[src/rtl/pipe_dff_bank_pkg.sv]
// -----------------------------------------------------------------------------
// pipe_dff_bank_pkg
// Shared CNN datapath package. It holds the default lane geometry used by the
// conv/pool stages, the default retiming depth, and helpers that pack signed
// lanes into a flat bus or pull them back out.
// Lane c of a packed word lives at bits [c*DATA_WIDTH +: DATA_WIDTH].
// -----------------------------------------------------------------------------
package pipe_dff_bank_pkg;

   localparam int DEF_DATA_WIDTH = 8;
   localparam int DEF_CHANNELS   = 4;
   localparam int DEF_DEPTH      = 3;
   localparam int DEF_CNT_W      = $clog2(DEF_DEPTH + 1);

   typedef logic signed [DEF_DATA_WIDTH-1:0] lane_t;
   // A packed array with the index running [CH-1:0] puts lane 0 in the LSBs.
   // That matches the flat bus layout exactly.
   typedef lane_t [DEF_CHANNELS-1:0] lanes_t;

   function automatic logic [DEF_CHANNELS*DEF_DATA_WIDTH-1:0] pack_lanes(input lanes_t l);
      return l;
   endfunction

   function automatic lane_t get_lane(input logic [DEF_CHANNELS*DEF_DATA_WIDTH-1:0] word,
                                      input int c);
      return word[c*DEF_DATA_WIDTH +: DEF_DATA_WIDTH];
   endfunction

endpackage

[src/rtl/pipe_dff_bank_if.sv]
// -----------------------------------------------------------------------------
// pipe_dff_bank_if
// Bus bundle for pipe_dff_bank: the upstream and downstream handshakes, the
// data buses and the occupancy count.
//
// Handshake: a word moves across a side on a rising clock edge exactly when
// that side's valid and ready are both high in the preceding cycle. Valid must
// not depend on ready. in_ready is combinational from out_ready, so a stalled
// bank frees its input in the same cycle the downstream starts accepting.
//
//   in_valid  / in_data   : upstream word (master -> bank)
//   in_ready              : bank can take a word this cycle (bank -> master)
//   out_valid / out_data  : word in the last stage (bank -> master)
//   out_ready             : downstream accepts (master -> bank)
//   occupancy             : number of valid stages (bank -> master)
// -----------------------------------------------------------------------------
interface pipe_dff_bank_if
   import pipe_dff_bank_pkg::*;
#(
   parameter int DATA_WIDTH = DEF_DATA_WIDTH,
   parameter int CHANNELS   = DEF_CHANNELS,
   parameter int CNT_W      = DEF_CNT_W
);
   logic                           in_valid;
   logic                           in_ready;
   logic [CHANNELS*DATA_WIDTH-1:0] in_data;
   logic                           out_valid;
   logic                           out_ready;
   logic [CHANNELS*DATA_WIDTH-1:0] out_data;
   logic [CNT_W-1:0]               occupancy;

   modport master (
      output in_valid, in_data, out_ready,
      input  in_ready, out_valid, out_data, occupancy
   );

   modport slave (
      input  in_valid, in_data, out_ready,
      output in_ready, out_valid, out_data, occupancy
   );
endinterface

[src/rtl/pipe_dff_bank_stage.sv]
// -----------------------------------------------------------------------------
// pipe_dff_stage
// One retiming stage. It holds a valid bit and a data word, and produces its
// own ready term.
//   clk_i, rst_ni : clock, asynchronous active-low reset
//   en_i          : global enable; low freezes the stage
//   flush_i       : synchronous clear (only when en_i is high)
//   src_vld_i/_dat_i : upstream stage (or bank input)
//   down_rdy_i    : ready of the downstream stage (or out_ready)
//   vld_o, dat_o  : registered stage contents
//   rdy_o         : stage may load this cycle (empty or draining)
// -----------------------------------------------------------------------------
module pipe_dff_stage
   import pipe_dff_bank_pkg::*;
#(
   parameter int W = DEF_CHANNELS * DEF_DATA_WIDTH
) (
   input  logic         clk_i,
   input  logic         rst_ni,
   input  logic         en_i,
   input  logic         flush_i,
   input  logic         src_vld_i,
   input  logic [W-1:0] src_dat_i,
   input  logic         down_rdy_i,
   output logic         vld_o,
   output logic [W-1:0] dat_o,
   output logic         rdy_o
);
   logic         vld_q, vld_d;
   logic [W-1:0] dat_q, dat_d;

   // An empty stage always loads. This is what collapses bubbles while the
   // downstream is stalled.
   assign rdy_o = down_rdy_i | ~vld_q;

   always_comb begin
      vld_d = vld_q;
      dat_d = dat_q;
      if (en_i) begin
         if (flush_i) begin
            vld_d = 1'b0;
            dat_d = '0;
         end else if (rdy_o) begin
            vld_d = src_vld_i;
            // Data only follows a valid source; stale data is don't-care.
            if (src_vld_i) begin
               dat_d = src_dat_i;
            end
         end
      end
   end

   always_ff @(posedge clk_i or negedge rst_ni) begin
      if (!rst_ni) begin
         vld_q <= 1'b0;
         dat_q <= '0;
      end else begin
         vld_q <= vld_d;
         dat_q <= dat_d;
      end
   end

   assign vld_o = vld_q;
   assign dat_o = dat_q;
endmodule

[src/rtl/pipe_dff_bank.sv]
// -----------------------------------------------------------------------------
// pipe_dff_bank
// DEPTH-stage retiming pipeline for CHANNELS signed lanes, with a valid/ready
// handshake. Each stage has its own valid bit, so back-pressure squeezes out
// bubbles instead of stalling the whole chain. Data passes through unmodified.
//   clk_i   : rising-edge clock
//   rst_ni  : asynchronous active-low reset
//   en_i    : global enable; low freezes all state and ignores flush
//   flush_i : synchronous clear of every stage and of the occupancy count
//   bus_if  : pipe_dff_bank_if.slave (handshakes, data, occupancy)
// -----------------------------------------------------------------------------
module pipe_dff_bank
   import pipe_dff_bank_pkg::*;
#(
   parameter int DATA_WIDTH = DEF_DATA_WIDTH,
   parameter int CHANNELS   = DEF_CHANNELS,
   parameter int DEPTH      = DEF_DEPTH,
   parameter int CNT_W      = $clog2(DEPTH + 1)
) (
   input  logic           clk_i,
   input  logic           rst_ni,
   input  logic           en_i,
   input  logic           flush_i,
   pipe_dff_bank_if.slave bus_if
);
   localparam int W = CHANNELS * DATA_WIDTH;

   logic             in_acc;
   logic             out_acc;
   logic [CNT_W-1:0] occ_q, occ_d;

   // Ready is a purely combinational chain from out_ready back to stage 0.
   // Each stage's signals live in their own generate scope.
   for (genvar i = 0; i < DEPTH; i++) begin : g_stage
      logic         vld;
      logic         rdy;
      logic         src_vld;
      logic         down_rdy;
      logic [W-1:0] dat;
      logic [W-1:0] src_dat;

      if (i == 0) begin : g_src_in
         assign src_vld = bus_if.in_valid;
         assign src_dat = bus_if.in_data;
      end else begin : g_src_prev
         assign src_vld = g_stage[i-1].vld;
         assign src_dat = g_stage[i-1].dat;
      end

      if (i == DEPTH - 1) begin : g_dn_out
         assign down_rdy = bus_if.out_ready;
      end else begin : g_dn_next
         assign down_rdy = g_stage[i+1].rdy;
      end

      pipe_dff_stage #(.W(W)) u_stage (
         .clk_i      (clk_i),
         .rst_ni     (rst_ni),
         .en_i       (en_i),
         .flush_i    (flush_i),
         .src_vld_i  (src_vld),
         .src_dat_i  (src_dat),
         .down_rdy_i (down_rdy),
         .vld_o      (vld),
         .dat_o      (dat),
         .rdy_o      (rdy)
      );
   end

   assign bus_if.in_ready  = en_i & ~flush_i & g_stage[0].rdy;
   assign bus_if.out_valid = en_i & g_stage[DEPTH-1].vld;
   assign bus_if.out_data  = g_stage[DEPTH-1].dat;

   // out_valid still shows during a flush, but flush wins. The word is not
   // counted as leaving.
   assign in_acc  = bus_if.in_valid & bus_if.in_ready;
   assign out_acc = bus_if.out_valid & bus_if.out_ready & ~flush_i;

   // Tracking accept events keeps the count equal to popcount(vld) without
   // an adder tree over the valid bits.
   always_comb begin
      occ_d = occ_q;
      if (en_i && flush_i) begin
         occ_d = '0;
      end else if (in_acc && !out_acc) begin
         occ_d = occ_q + CNT_W'(1);
      end else if (out_acc && !in_acc) begin
         occ_d = occ_q - CNT_W'(1);
      end
   end

   always_ff @(posedge clk_i or negedge rst_ni) begin
      if (!rst_ni) begin
         occ_q <= '0;
      end else begin
         occ_q <= occ_d;
      end
   end

   assign bus_if.occupancy = occ_q;
endmodule

[src/flat_wrapper.sv]
// flat-port wrapper written by rule: the top's interface ports become plain ports
module pipe_dff_bank_flat import pipe_dff_bank_pkg::*;
#(
   parameter int DATA_WIDTH = DEF_DATA_WIDTH,
   parameter int CHANNELS   = DEF_CHANNELS,
   parameter int DEPTH      = DEF_DEPTH,
   parameter int CNT_W      = $clog2(DEPTH + 1)
)
  (clk_i, rst_ni, en_i, flush_i, bus_if_in_valid, bus_if_in_data, bus_if_out_ready, bus_if_in_ready, bus_if_out_valid, bus_if_out_data, bus_if_occupancy);
  pipe_dff_bank_if #(.DATA_WIDTH(DATA_WIDTH), .CHANNELS(CHANNELS), .CNT_W(CNT_W)) bus_if_i ();
  input  logic clk_i;
  input  logic rst_ni;
  input  logic en_i;
  input  logic flush_i;
  input wire logic [$bits(bus_if_i.in_valid)-1:0] bus_if_in_valid;
  input wire logic [$bits(bus_if_i.in_data)-1:0] bus_if_in_data;
  input wire logic [$bits(bus_if_i.out_ready)-1:0] bus_if_out_ready;
  output wire logic [$bits(bus_if_i.in_ready)-1:0] bus_if_in_ready;
  output wire logic [$bits(bus_if_i.out_valid)-1:0] bus_if_out_valid;
  output wire logic [$bits(bus_if_i.out_data)-1:0] bus_if_out_data;
  output wire logic [$bits(bus_if_i.occupancy)-1:0] bus_if_occupancy;
  assign bus_if_i.in_valid = bus_if_in_valid;
  assign bus_if_i.in_data = bus_if_in_data;
  assign bus_if_i.out_ready = bus_if_out_ready;
  assign bus_if_in_ready = bus_if_i.in_ready;
  assign bus_if_out_valid = bus_if_i.out_valid;
  assign bus_if_out_data = bus_if_i.out_data;
  assign bus_if_occupancy = bus_if_i.occupancy;
  pipe_dff_bank #(.DATA_WIDTH(DATA_WIDTH), .CHANNELS(CHANNELS), .DEPTH(DEPTH), .CNT_W(CNT_W)) u_core (.clk_i(clk_i), .rst_ni(rst_ni), .en_i(en_i), .flush_i(flush_i), .bus_if(bus_if_i));
endmodule
[config.mk]
export PLATFORM = sky130hd
export DESIGN_NAME = pipe_dff_bank_flat
export DESIGN_NICKNAME = d
export VERILOG_FILES = /design/src/rtl/pipe_dff_bank_pkg.sv /design/src/rtl/pipe_dff_bank_if.sv /design/src/rtl/pipe_dff_bank_stage.sv /design/src/rtl/pipe_dff_bank.sv /design/src/flat_wrapper.sv
export SDC_FILE = /design/constraint.sdc
export NUM_CORES = 1
export LEC_CHECK = 0
export CORE_UTILIZATION = 30
export DETAILED_ROUTE_END_ITERATION = 8
export GPL_TIMING_DRIVEN = 0
export SYNTH_ARGS = -nofsm -noshare
export SYNTH_HDL_FRONTEND = slang
export SYNTH_SLANG_ARGS = --single-unit
export TNS_END_PERCENT = 100
[constraint.sdc]
create_clock -name clk_i -period 2.5 [get_ports clk_i]
set_clock_uncertainty 0.15 [all_clocks]
set_input_delay 0.5 -clock clk_i [delete_from_list [all_inputs] [get_ports clk_i]]
set_output_delay 0.5 -clock clk_i [all_outputs]
set_load 0.01 [all_outputs]
==> reports/results.tsv <==
metric	value	unit
run status	finished clean	
portion of total power attributed to combinational logic	0.122	
# diodes	0	
clock tree from TritonCTS	yes	
cell type with the largest total area after synthesis	sky130_fd_sc_hd__dfrtp_1	
Required @ worst endpoint	1850	ps
post-route worst hold slack	66.04	ps
hold violation count in the final report	0	
clock sink count	101	
die width	120.1	um
class of the most critical hold timing path	primary input to asynchronous set/reset pin	
crit path kind	primary input to primary output	
area overhead of the layout relative to synthesis	29.69	%
largest driver fanout on the critical path	7	
sort of element at the start of the critical path	primary input	
fraction of final layout cells with drive strength greater than 1	0.1687	
cts-stage hold buffer count	0	
Final nets	444	
max-cap viol count	0	
count of cell types in the netlist	26	
Worst Setup End Kind	primary output	
DRT antenna net count	0	
share of flip-flops with an asynchronous set or reset	1.000	
R2R Path End	u_core.bus_if.occupancy[1]	
most area-consuming cells after synthesis	sky130_fd_sc_hd__dfrtp_1 (60%), sky130_fd_sc_hd__a22o_1 (13%), sky130_fd_sc_hd__a22oi_2 (9.0%), sky130_fd_sc_hd__o22ai_1 (5.2%), sky130_fd_sc_hd__inv_1 (3.1%)	
fraction of power consumed by the clock network	0.372	
area of the core	0.01340	mm2
sum of internal, switching and leakage power	0.003611	W
count of warnings emitted by yosys	0	
Inserted Clock Buffers	9	
number of H-tree levels	3	
top_reg_cell synth	sky130_fd_sc_hd__dfrtp_1	
post-route cell area	0.005428	mm2
Reg power frac	0.506	
io pins	74	
count of flip-flops with a built-in enable after synthesis	0	
count of buffers inserted at the top-level ports	72	
number of global-route vias before repair	2961	
origin of the critical flop-to-flop path	u_core.g_stage[1].u_stage.vld_o	
vias per cell	5.032	
pwr/cell area	665.3	mW/mm2
timing-limited maximum frequency	0.4135	GHz
total gr overflow	0	
floorplan die area	0.01443	mm2
cell chosen for the clock root	sky130_fd_sc_hd__clkbuf_16	
placed instance count	570	
standard-cell row count	42	
last weighted congestion value of the routability-driven placer	0.7412	
number of instances in the synthesized netlist	321	
maximum vdd drop	0.0003476	V
DPL Wire Length	6984	um
critical path arrival	1770	ps
DR DRC count	0	
Mean Syn Cell Area	13.04	um2
crit share post-route	0.9672	
Iter 0 DRT Violations	241	
initial cell density of the core	0.3123	
proportion of synthesized chip area in sequential cells	0.6039	
initial antenna violation count	0	
net count after synthesis	360	
slack of the worst reg-to-reg path	360	ps
post-CTS clock slew at the launch and capture registers of the worst setup and hold paths	60	ps
routed length per placed instance	17.10	um
die height	120.1	um
length of the first detailed-routing pass in iterations	4	
instance area after placement	0.005151	mm2
worst rel slew slack	0.5143	
net switching power	0.0008836	W
clk_lat worst skew	340	ps
Power Internal	0.002727	W
most frequent cells after synthesis	sky130_fd_sc_hd__dfrtp_1 (101), sky130_fd_sc_hd__a22o_1 (64), sky130_fd_sc_hd__inv_1 (35), sky130_fd_sc_hd__o22ai_1 (35), sky130_fd_sc_hd__a22oi_2 (30)	
Post-Synthesis Cell Area	0.004185	mm2
buffers inserted by post-CTS timing repair	0	
Pins Over Slew Limit	0	
global-route wire length before repair	16240	um
pin count of the biggest net entering global routing	56	
number of cells on the worst reg-to-reg path	9	
final setup violation count	0	
standby leakage power	2.361	nW
Worst-Margin Slew	728.6	ps
unrepaired setup endpoints after global routing	false	
overall routing resource usage	0.1488	
fraction of power spent switching nets	0.2447	
post-route non-filler standard cell count	585	
shortest period the worst path allows	2418	ps
Yosys top cell area share	0.6039	
flop and latch count out of synthesis	101	
number of buffers on the longest clock path	2	
most instantiated library cell after synthesis	sky130_fd_sc_hd__dfrtp_1	
CTS-repair resized insts	2	
overall routed net length	10010	um
via count	2944	
[placed cells by master, fill, tap and decap left out, types with 2 or more instances in the layout]
cell and n:
sky130_fd_sc_hd__buf_4 9, sky130_fd_sc_hd__a22o_1 64, sky130_fd_sc_hd__xor2_1 2, sky130_fd_sc_hd__nor2_1 4, sky130_fd_sc_hd__nand4b_1 2, sky130_fd_sc_hd__o22ai_1 35, sky130_fd_sc_hd__clkbuf_1 10, sky130_fd_sc_hd__and3_1 2
sky130_fd_sc_hd__a22oi_2 30, sky130_fd_sc_hd__buf_6 4, sky130_fd_sc_hd__clkdlybuf4s50_1 70, sky130_fd_sc_hd__a22oi_1 3, sky130_fd_sc_hd__clkbuf_16 9, sky130_fd_sc_hd__buf_2 8, sky130_fd_sc_hd__a21oi_1 5, sky130_fd_sc_hd__dfrtp_1 101
sky130_fd_sc_hd__inv_1 35
[critical path, stage by stage]
cell                              delay (ps)
sky130_fd_sc_hd__clkdlybuf4s50_1         480
sky130_fd_sc_hd__and2b_4                 220
sky130_fd_sc_hd__and3_1                  190
sky130_fd_sc_hd__nor2_1                  110
sky130_fd_sc_hd__clkdlybuf4s15_1         250
[worst max path at each step]
stage / startpoint / endpoint
after CTS: bus_if_out_ready / bus_if_in_ready
after detailed placement: bus_if_out_ready / bus_if_in_ready
after floorplan: bus_if_out_ready / u_core.bus_if.occupancy[1]
after global routing: bus_if_out_ready / bus_if_in_ready
after global placement: rst_ni / u_core.g_stage[2].u_stage.dat_o[20]
final: bus_if_out_ready / bus_if_in_ready
[sequential cells by signal, summed over array words and instances (netlist names)]
| name | count |
|---|---|
| u_core.bus_if.occupancy | 2 |
| u_core.g_stage.u_stage.dat_o | 96 |
| u_core.g_stage.u_stage.vld_o | 3 |
[power groups by stage]
| stage | combinational [W] | sequential, W | clock, W |
|---|---|---|---|
| after floorplan | 0.000248 | 0.00184 | 0 |
| after global placement | 0.000429 | 0.00185 | 0 |
| after detailed placement | 0.000447 | 0.00186 | 0 |
| after CTS | 0.000449 | 0.00183 | 0.00138 |
| after global routing | 0.000489 | 0.00184 | 0.00144 |
| final | 0.000440 | 0.00183 | 0.00134 |
[per-stage QoR]
step | util | setup TNS [ps] | worst slack (ps)
after global placement | 0.3825 | -297960 | -2951
after global routing | 0.4050 | 0 | 1.878
after CTS | 0.4049 | 0 | 37.90
after floorplan | - | 0 | 515.8
final | 0.4050 | 0 | 81.91
after detailed placement | 0.3844 | -515.4 | -228.9
[routing by layer]
metal / routed length [um] / global-route usage / vias up
met2: 4739 / 0.2188 / 59
met3: 401 / 0.02947 / 14
met5: 0 / 0 / -
li1: - / - / 1375
met4: 176 / 0.06563 / 0
met1: 4689 / 0.2112 / 1496
[layout make-up]
cell class / count / area (um2)
Fill cell: 1263 / 7973
Sequential cell: 101 / 2527
Multi-Input combinational cell: 157 / 1351
Timing Repair Buffer: 73 / 745.7
Clock buffer: 13 / 240.2
Tap cell: 176 / 220.2
Buffer: 28 / 176.4
Inverter: 35 / 131.4
Clock inverter: 2 / 35.03
[logic make-up after synthesis]
logic type,Yosys count,share of synthesized area
compound gates,140,0.2936
xor+xnor,3,0.006279
fa+ha+maj,1,0.002989
buf+inv,63,0.07325
flops,101,0.6039
simple gates,13,0.02003
Power figures use the tool's default switching activity.
